===== src/rtl/adsr_envelope.sv =====
// adsr_envelope
//   Scales each incoming harmonic sample by an ADSR amplitude envelope.
//   The envelope advances once per sample strobe; the scaled sample
//   appears one cycle after its input strobe.
//
// Ports
//   clk, reset         : clock, asynchronous active-high reset
//   note_start         : pulse, note begins / retriggers (wins over note_done)
//   note_done          : pulse, note released
//   sample_in(_ready)  : signed sample and its one-cycle strobe ("tick")
//   attack/decay/release_step, sustain_level : envelope controls, read each tick
//   sample_out(_valid) : enveloped sample, valid one cycle after each tick
//   env_state          : IDLE=0 ATTACK=1 DECAY=2 SUSTAIN=3 RELEASE=4
//   env_active         : state != IDLE
//   env_done           : one-cycle pulse when RELEASE reaches amplitude 0
module adsr_envelope #(
  parameter int SAMPLE_W = 16,
  parameter int AMP_W    = 15
) (
  input  logic                       clk,
  input  logic                       reset,
  input  logic                       note_start,
  input  logic                       note_done,
  input  logic signed [SAMPLE_W-1:0] sample_in,
  input  logic                       sample_in_ready,
  input  logic [AMP_W-1:0]           attack_step,
  input  logic [AMP_W-1:0]           decay_step,
  input  logic [AMP_W-1:0]           sustain_level,
  input  logic [AMP_W-1:0]           release_step,
  output logic signed [SAMPLE_W-1:0] sample_out,
  output logic                       sample_out_valid,
  output logic [2:0]                 env_state,
  output logic                       env_active,
  output logic                       env_done
);

  typedef enum logic [2:0] {
    S_IDLE    = 3'd0,
    S_ATTACK  = 3'd1,
    S_DECAY   = 3'd2,
    S_SUSTAIN = 3'd3,
    S_RELEASE = 3'd4
  } env_state_t;

  localparam logic [AMP_W-1:0] FS = {AMP_W{1'b1}};
  localparam int               PW = SAMPLE_W + AMP_W + 1;

  env_state_t           state, state_nxt, pulse_state;
  logic [AMP_W-1:0]     amp, amp_nxt;
  logic                 done_nxt;
  logic [AMP_W:0]       att_sum, dec_floor;
  logic signed [PW-1:0] prod;

  // State after this cycle's note pulses; the tick rule below uses it.
  always_comb begin
    pulse_state = state;
    if (note_start)
      pulse_state = S_ATTACK;
    else if (note_done && (state == S_ATTACK || state == S_DECAY || state == S_SUSTAIN))
      pulse_state = S_RELEASE;
  end

  // One extra bit so the sums cannot wrap.
  assign att_sum   = {1'b0, amp} + {1'b0, attack_step};
  assign dec_floor = {1'b0, sustain_level} + {1'b0, decay_step};

  always_comb begin
    state_nxt = pulse_state;
    amp_nxt   = amp;
    done_nxt  = 1'b0;
    if (sample_in_ready) begin
      case (pulse_state)
        S_ATTACK: begin
          if (attack_step == '0 || att_sum >= {1'b0, FS}) begin
            amp_nxt   = FS;
            // A full-scale sustain leaves nothing to decay through.
            state_nxt = (sustain_level == FS) ? S_SUSTAIN : S_DECAY;
          end else begin
            amp_nxt = att_sum[AMP_W-1:0];
          end
        end
        S_DECAY: begin
          // amp - step <= sustain  <=>  amp <= sustain + step; this also
          // snaps amp up if sustain_level was raised above it mid-decay.
          if (decay_step == '0 || {1'b0, amp} <= dec_floor) begin
            amp_nxt   = sustain_level;
            state_nxt = S_SUSTAIN;
          end else begin
            amp_nxt = amp - decay_step;
          end
        end
        S_SUSTAIN: amp_nxt = sustain_level;
        S_RELEASE: begin
          if (release_step == '0 || amp <= release_step) begin
            amp_nxt   = '0;
            state_nxt = S_IDLE;
            done_nxt  = 1'b1;
          end else begin
            amp_nxt = amp - release_step;
          end
        end
        default: amp_nxt = '0;
      endcase
    end
  end

  // Signed product with a zero-extended amplitude; the arithmetic shift
  // floors toward -inf and the result always fits SAMPLE_W.
  assign prod = PW'(sample_in) * PW'($signed({1'b0, amp}));

  always_ff @(posedge clk or posedge reset) begin
    if (reset) begin
      state            <= S_IDLE;
      amp              <= '0;
      sample_out       <= '0;
      sample_out_valid <= 1'b0;
      env_done         <= 1'b0;
    end else begin
      state            <= state_nxt;
      amp              <= amp_nxt;
      env_done         <= done_nxt;
      sample_out_valid <= sample_in_ready;
      if (sample_in_ready)
        sample_out <= SAMPLE_W'(prod >>> AMP_W);
    end
  end

  assign env_state  = state;
  assign env_active = (state != S_IDLE);

endmodule


===== config.mk =====
export PLATFORM = sky130hd
export DESIGN_NAME = adsr_envelope
export DESIGN_NICKNAME = d
export VERILOG_FILES = /design/src/rtl/adsr_envelope.sv
export SDC_FILE = /design/constraint.sdc
export NUM_CORES = 1
export LEC_CHECK = 0
export ABC_AREA = 1
export CAP_MARGIN = 20
export CORE_MARGIN = 2
export CORE_UTILIZATION = 57
export DETAILED_ROUTE_END_ITERATION = 12
export PLACE_DENSITY = 0.82
export SLEW_MARGIN = 0
export SYNTH_ARGS = -nofsm -noshare
export SYNTH_HDL_FRONTEND = slang
export SYNTH_SLANG_ARGS = --single-unit

===== constraint.sdc =====
create_clock -name clk -period 6.2 [get_ports clk]
set_clock_uncertainty 0.05 [all_clocks]
set_input_delay 0.62 -clock clk [delete_from_list [all_inputs] [get_ports clk]]
set_output_delay 0.62 -clock clk [all_outputs]
set_load 0.1 [all_outputs]

Word level (Yosys, flattened, before mapping)
Index checks and enable logic that the tools add are counted.
Widths: inputs -> output; s select.
- register bits: 36
- input port bits: 81
- output and inout port bits: 22
- logic and storage cells: 46
- add/sub/neg operators: 4
- $mul: 1
- order comparisons: 3
- eq/ne operators: 8
- muxes and demuxes: 15
- reduce and logical (&&, ||, !) cells: 10
- operators with widths (cell ; count):
    $pmux 15 s4 ; 1
    $logic_not 15->1 ; 3
    $mux 15 ; 3
    $add 15x15->16 ; 2
    $mul 16x16->31 ; 1
    $sub 15x15->15 ; 2
    $mux 3 ; 6
    $ge 16x15->1 const B ; 1
    $le 15x16->1 ; 1
    $eq 15x15->1 const B ; 1
    $le 15x15->1 ; 1
    $eq 3x2->1 const B ; 4
    $pmux 3 s3 ; 1
    $eq 3x1->1 const B ; 2
    $logic_or 1x1->1 ; 5
    $mux 1 ; 4
    $eq 3x3->1 const B ; 1
    $reduce_bool 3->1 ; 1
    $logic_and 1x1->1 ; 1

Depth between registers and ports, before layout
- depth in word-level cells: 9
- depth in mapped cells: 30
- depth with buffers taken out: 28

Worst setup path before layout
OpenSTA, ideal clock, no wires.
- path type: input port to flip-flop
- start: in sample_in[15]
- end: reg sample_out[15]
- library setup time: 0.120 ns
- arrival: 5.738 ns
- data required time: 6.030 ns
- setup slack: 0.292 ns
- stages on the path: 20
- path buffers: 1
- cell sequence: clkbuf_1 -> nand2_1 -> fa_1 -> fa_1 -> inv_1 -> fa_1 -> fa_1 -> fa_1 -> inv_1 -> fa_1 -> inv_1 -> ha_1 -> nand2_1 -> inv_1 -> a21oi_1 -> nor2_1 -> a2111oi_0 -> nand3b_1 -> nand3_1 -> nand2_1
- longest elaborated chain between the ends: 1
- RTL lines (element ; RTL line ; source):
    from (decl) ; 24 ; input logic signed [SAMPLE_W-1:0] sample_in,
    $mul 16x16->31 ; 109 ; assign prod = PW'(sample_in) * PW'($signed({1'b0, amp}));
    to (signal assigned) ; 124 ; sample_out <= SAMPLE_W'(prod >>> AMP_W);
    to (decl) ; 30 ; output logic signed [SAMPLE_W-1:0] sample_out,
No other way between the ends.
A chain may end at the register's enable or synchronous reset.

Worst setup path after layout
- start: in sample_in[11]
- end: reg sample_out[6]
Same word-level chain as after synthesis.

==> results.py <==
metrics = {
    "worst_setup_path": {
        "cp_data_arrival_time_ns": 6.19,
        "crit_fanout": 7,
        "worst_setup_path_end_kind": "register",
        "r2r_end": "sample_out[10]$_DFFE_PP0P_",
        "reg2reg_from": "amp[12]$_DFFE_PP0P_",
        "regToRegSetupSlack_ns": 0.19,
        "timing.setup.critical_path_class": "in2reg",
        "crit_path_start_kind": "primary input",
        "worst_ep_required_time_ns": 6.33,
        "worst_r2r_path_depth": 23,
    },
    "global_routing": {
        "grt_max_degree": 37,
        "grt_pass1_vias": 15385,
        "globalRouteTotalUtil_pct": 35.0,
        "global_route_total_overflow": 0,
        "grt_first_pass_wirelength_um": 77900,
        "grt_antenna_before_repair": 0,
    },
    "yosys": {
        "synth_top_cell_area_share_pct": 32.0,
        "synth_edf_count": 0,
        "synth.cell_area_um2": 15300,
        "synth_sequential_area_ratio_pct": 5.89,
        "yosys_warnings": 0,
        "postSynth.asyncResetShare_pct": 100,
        "synth_top_cell_by_area": "fa_1",
        "postSynthRegisterBits": 36,
        "avgSynthCellArea_um2": 7.06,
        "synthesis.instances": 2164,
        "synth_top_flop_cell": "dfrtp_1",
        "synth.lib_cells_used.distinct": 51,
        "yosys-top-cells-area": "fa_1, nand2_1, inv_1",
        "syn_nets": 2639,
    },
    "sta": {
        "slew_limit_headroom_pct": 32.4,
        "hold_viol_final": 0,
        "final-setup-viol-count": 0,
        "setup_slack_ns": 0.138,
        "final_min_period_over_clock_period_pct": 97.8,
        "fmax_mhz": 165,
        "final_period_minus_worst_setup_slack_ns": 6.06,
        "report.final.slew_viol_count": 0,
        "worstMarginPinSlew_ns": 1.01,
    },
    "detailed_routing": {
        "wirelength_um": 47900,
        "dr_wl_met3_um": 3470,
        "detail_route.drc_violations": 0,
        "route.vias.total": 14746,
        "detail_route.wirelength.met1_um": 18600,
        "ant_nets": 0,
        "met2_length_um": 23600,
        "highest_metal_layer_with_signal_wires": "met4",
        "drt_iter0_markers": 1279,
        "post_drt_wl_per_cell_um": 17.8,
        "drtPass1Iterations": 7,
        "vias_per_cell": 5.47,
    },
    "clock_tree": {
        "count_of_hold_buffers_inserted_by_post_cts_repair": 0,
        "clockRootBuffer": "clkbuf_16",
        "htreeDepth": 2,
        "cts.path.max_buffers": 2,
        "worstSkewPairLatency_ns": 0.30,
        "cts-buffers-inserted": 5,
        "clk_transition_reported_paths_ns": 0.06,
        "clock-sinks": 36,
        "tritoncts": "done",
    },
    "cells_and_area": {
        "final_layout_size_suffix_gt1_share_pct": 9.87,
        "num_antenna_cells": 0,
        "layout.filler_cells": 2194,
        "most-common-layout-cells": "nand2_1, inv_1, fa_1",
        "finish.net_count": 2835,
        "area_growth_syn_to_layout_pct": 17.6,
        "mostFrequentLayoutCell": "nand2_1",
        "finish.instance_area_um2": 18000,
    },
    "floorplanning": {
        "initial_utilization_pct": 58.3,
        "fp.dieW_um": 168,
        "die_height_um": 168,
        "row_count": 59,
        "boundaryPins": 103,
        "floorplan.core_area_um2": 26200,
        "die_area_um2": 28100,
    },
    "placed_design": {
        "post_dp_cell_area_um2": 17500,
        "port_buffers": 102,
        "post-place-ws_ns": -0.466,
        "dp.final_hpwl_um": 40200,
        "place.gp.congestion": 0.965,
    },
    "min_path": {
        "hold-path-endpoint": "sample_out[14]$_DFFE_PP0P_",
        "min-delay-path-class": "reg2reg",
        "hold_path_depth": 2,
        "hold_start": "sample_out[14]$_DFFE_PP0P_",
    },
    "run": {
        "max-cap-violations": 0,
    },
    "outcome": {
        "run_status": "complete, no violations",
    },
}
kinds of logic (layout without fill, tap and decap cells):
group           count (synthesis)  in the layout  share of synthesized area (%)
simple gates                  873            873                           24.3
buf+inv                       618            815                           15.4
xor+xnor                       53             53                           3.04
compound gates                190            190                           7.07
flops                          36             36                           5.89
fa+ha+maj                     394            394                           44.2
timing repair:
item	4_1_cts	5_1_grt
gates resized for setup	7	55
setup endpoints to repair	6	16
buffers inserted	0	2
cloned	0	0
pin swaps	0	14
layout make-up:
cell class              count  area [um^2]  share of cell area (%)
clock buffers               5          125                   0.696
repair buffers            251         2200                    12.3
inverters                 556         2090                    11.6
multi-input cells        1510        12200                    67.8
flip-flops and latches     36          902                    5.02
clock inverters             3         46.3                   0.258
well taps                 335          419                    2.33
critical path, stage by stage:
cell             delay (ns)
clkdlybuf4s50_1        0.41
buf_4                  0.17
nand2_1                0.07
inv_1                  0.06
fa_1                   0.53
inv_1                  0.06
fa_1                   0.48
inv_1                  0.06
fa_1                   0.48
fa_1                   0.52
fa_1                   0.51
inv_1                  0.05
fa_1                   0.49
inv_1                  0.04
ha_1                   0.29
a21oi_1                0.16
buf_4                  0.14
inv_1                  0.06
a31oi_4                0.19
o21ai_2                0.11
a21oi_2                0.15
o21ai_1                0.09
or2_2                  0.28
nand3_1                0.09
nand2_1                0.07
metal layers:
layer	vias to the layer above	track usage, %
met5	-	0
met4	0	14.1
met3	147	4.33
met2	619	60.8
met1	7055	44.4
li1	6925	-
cell usage after synthesis (2+ instances only):
| cell | number |
|---|---|
| buf_4 | 4 |
| nor2_1 | 74 |
| o21bai_1 | 7 |
| a21oi_1 | 95 |
| xor2_1 | 30 |
| ha_1 | 150 |
| buf_1 | 3 |
| buf_6 | 2 |
| nor3_2 | 2 |
| fa_1 | 244 |
| or2_2 | 6 |
| o211ai_1 | 2 |
| a21boi_0 | 2 |
| a21o_1 | 11 |
| buf_2 | 6 |
| nor3_1 | 19 |
| dfrtp_1 | 36 |
| nand2_2 | 6 |
| xnor2_1 | 23 |
| nor2_2 | 8 |
| o21ai_0 | 49 |
| nor4_1 | 13 |
| nand2_1 | 597 |
| inv_2 | 7 |
| nand3_1 | 82 |
| a31oi_1 | 3 |
| and2_1 | 4 |
| o31ai_1 | 2 |
| clkbuf_1 | 47 |
| o21a_1 | 5 |
| nand4_1 | 50 |
| nand3_2 | 7 |
| o22ai_1 | 3 |
| inv_1 | 548 |
per-stage QoR:
step           hold slack [ns]    TNS, ns  instances  utilization (%)
6_report                 0.434          0       2696             68.6
5_1_grt                  0.458    -0.0969       2696             68.6
4_1_cts                  0.440  -0.000277       2693             67.7
3_5_place_dp             0.419      -3.88       2685             67.0
3_3_place_gp             0.415      -2.75       2685             67.0
2_1_floorplan            0.563          0       2164                -
worst max path at each step:
stage                     depth (start not counted)  slack [ns]          start                         end
after floorplan                                  20        0.29  sample_in[15]  sample_out[15]$_DFFE_PP0P_
after global placement                           20       -0.48  sample_in[15]   sample_out[8]$_DFFE_PP0P_
after detailed placement                         20       -0.47  sample_in[15]   sample_out[8]$_DFFE_PP0P_
after CTS                                        21     -0.0003  sample_in[15]   sample_out[8]$_DFFE_PP0P_
after global routing                             25       -0.05  sample_in[11]   sample_out[6]$_DFFE_PP0P_
final                                            25        0.14  sample_in[11]   sample_out[6]$_DFFE_PP0P_
state kept, by name, indices dropped and copies added (netlist names):
name / count
sample_out_valid: 1
env_done: 1
env_state: 3
sample_out: 16
amp: 15
Power is left out: the tool's default activity adds up to more than one toggle a clock period on the data nets, which glitch-free logic cannot reach.
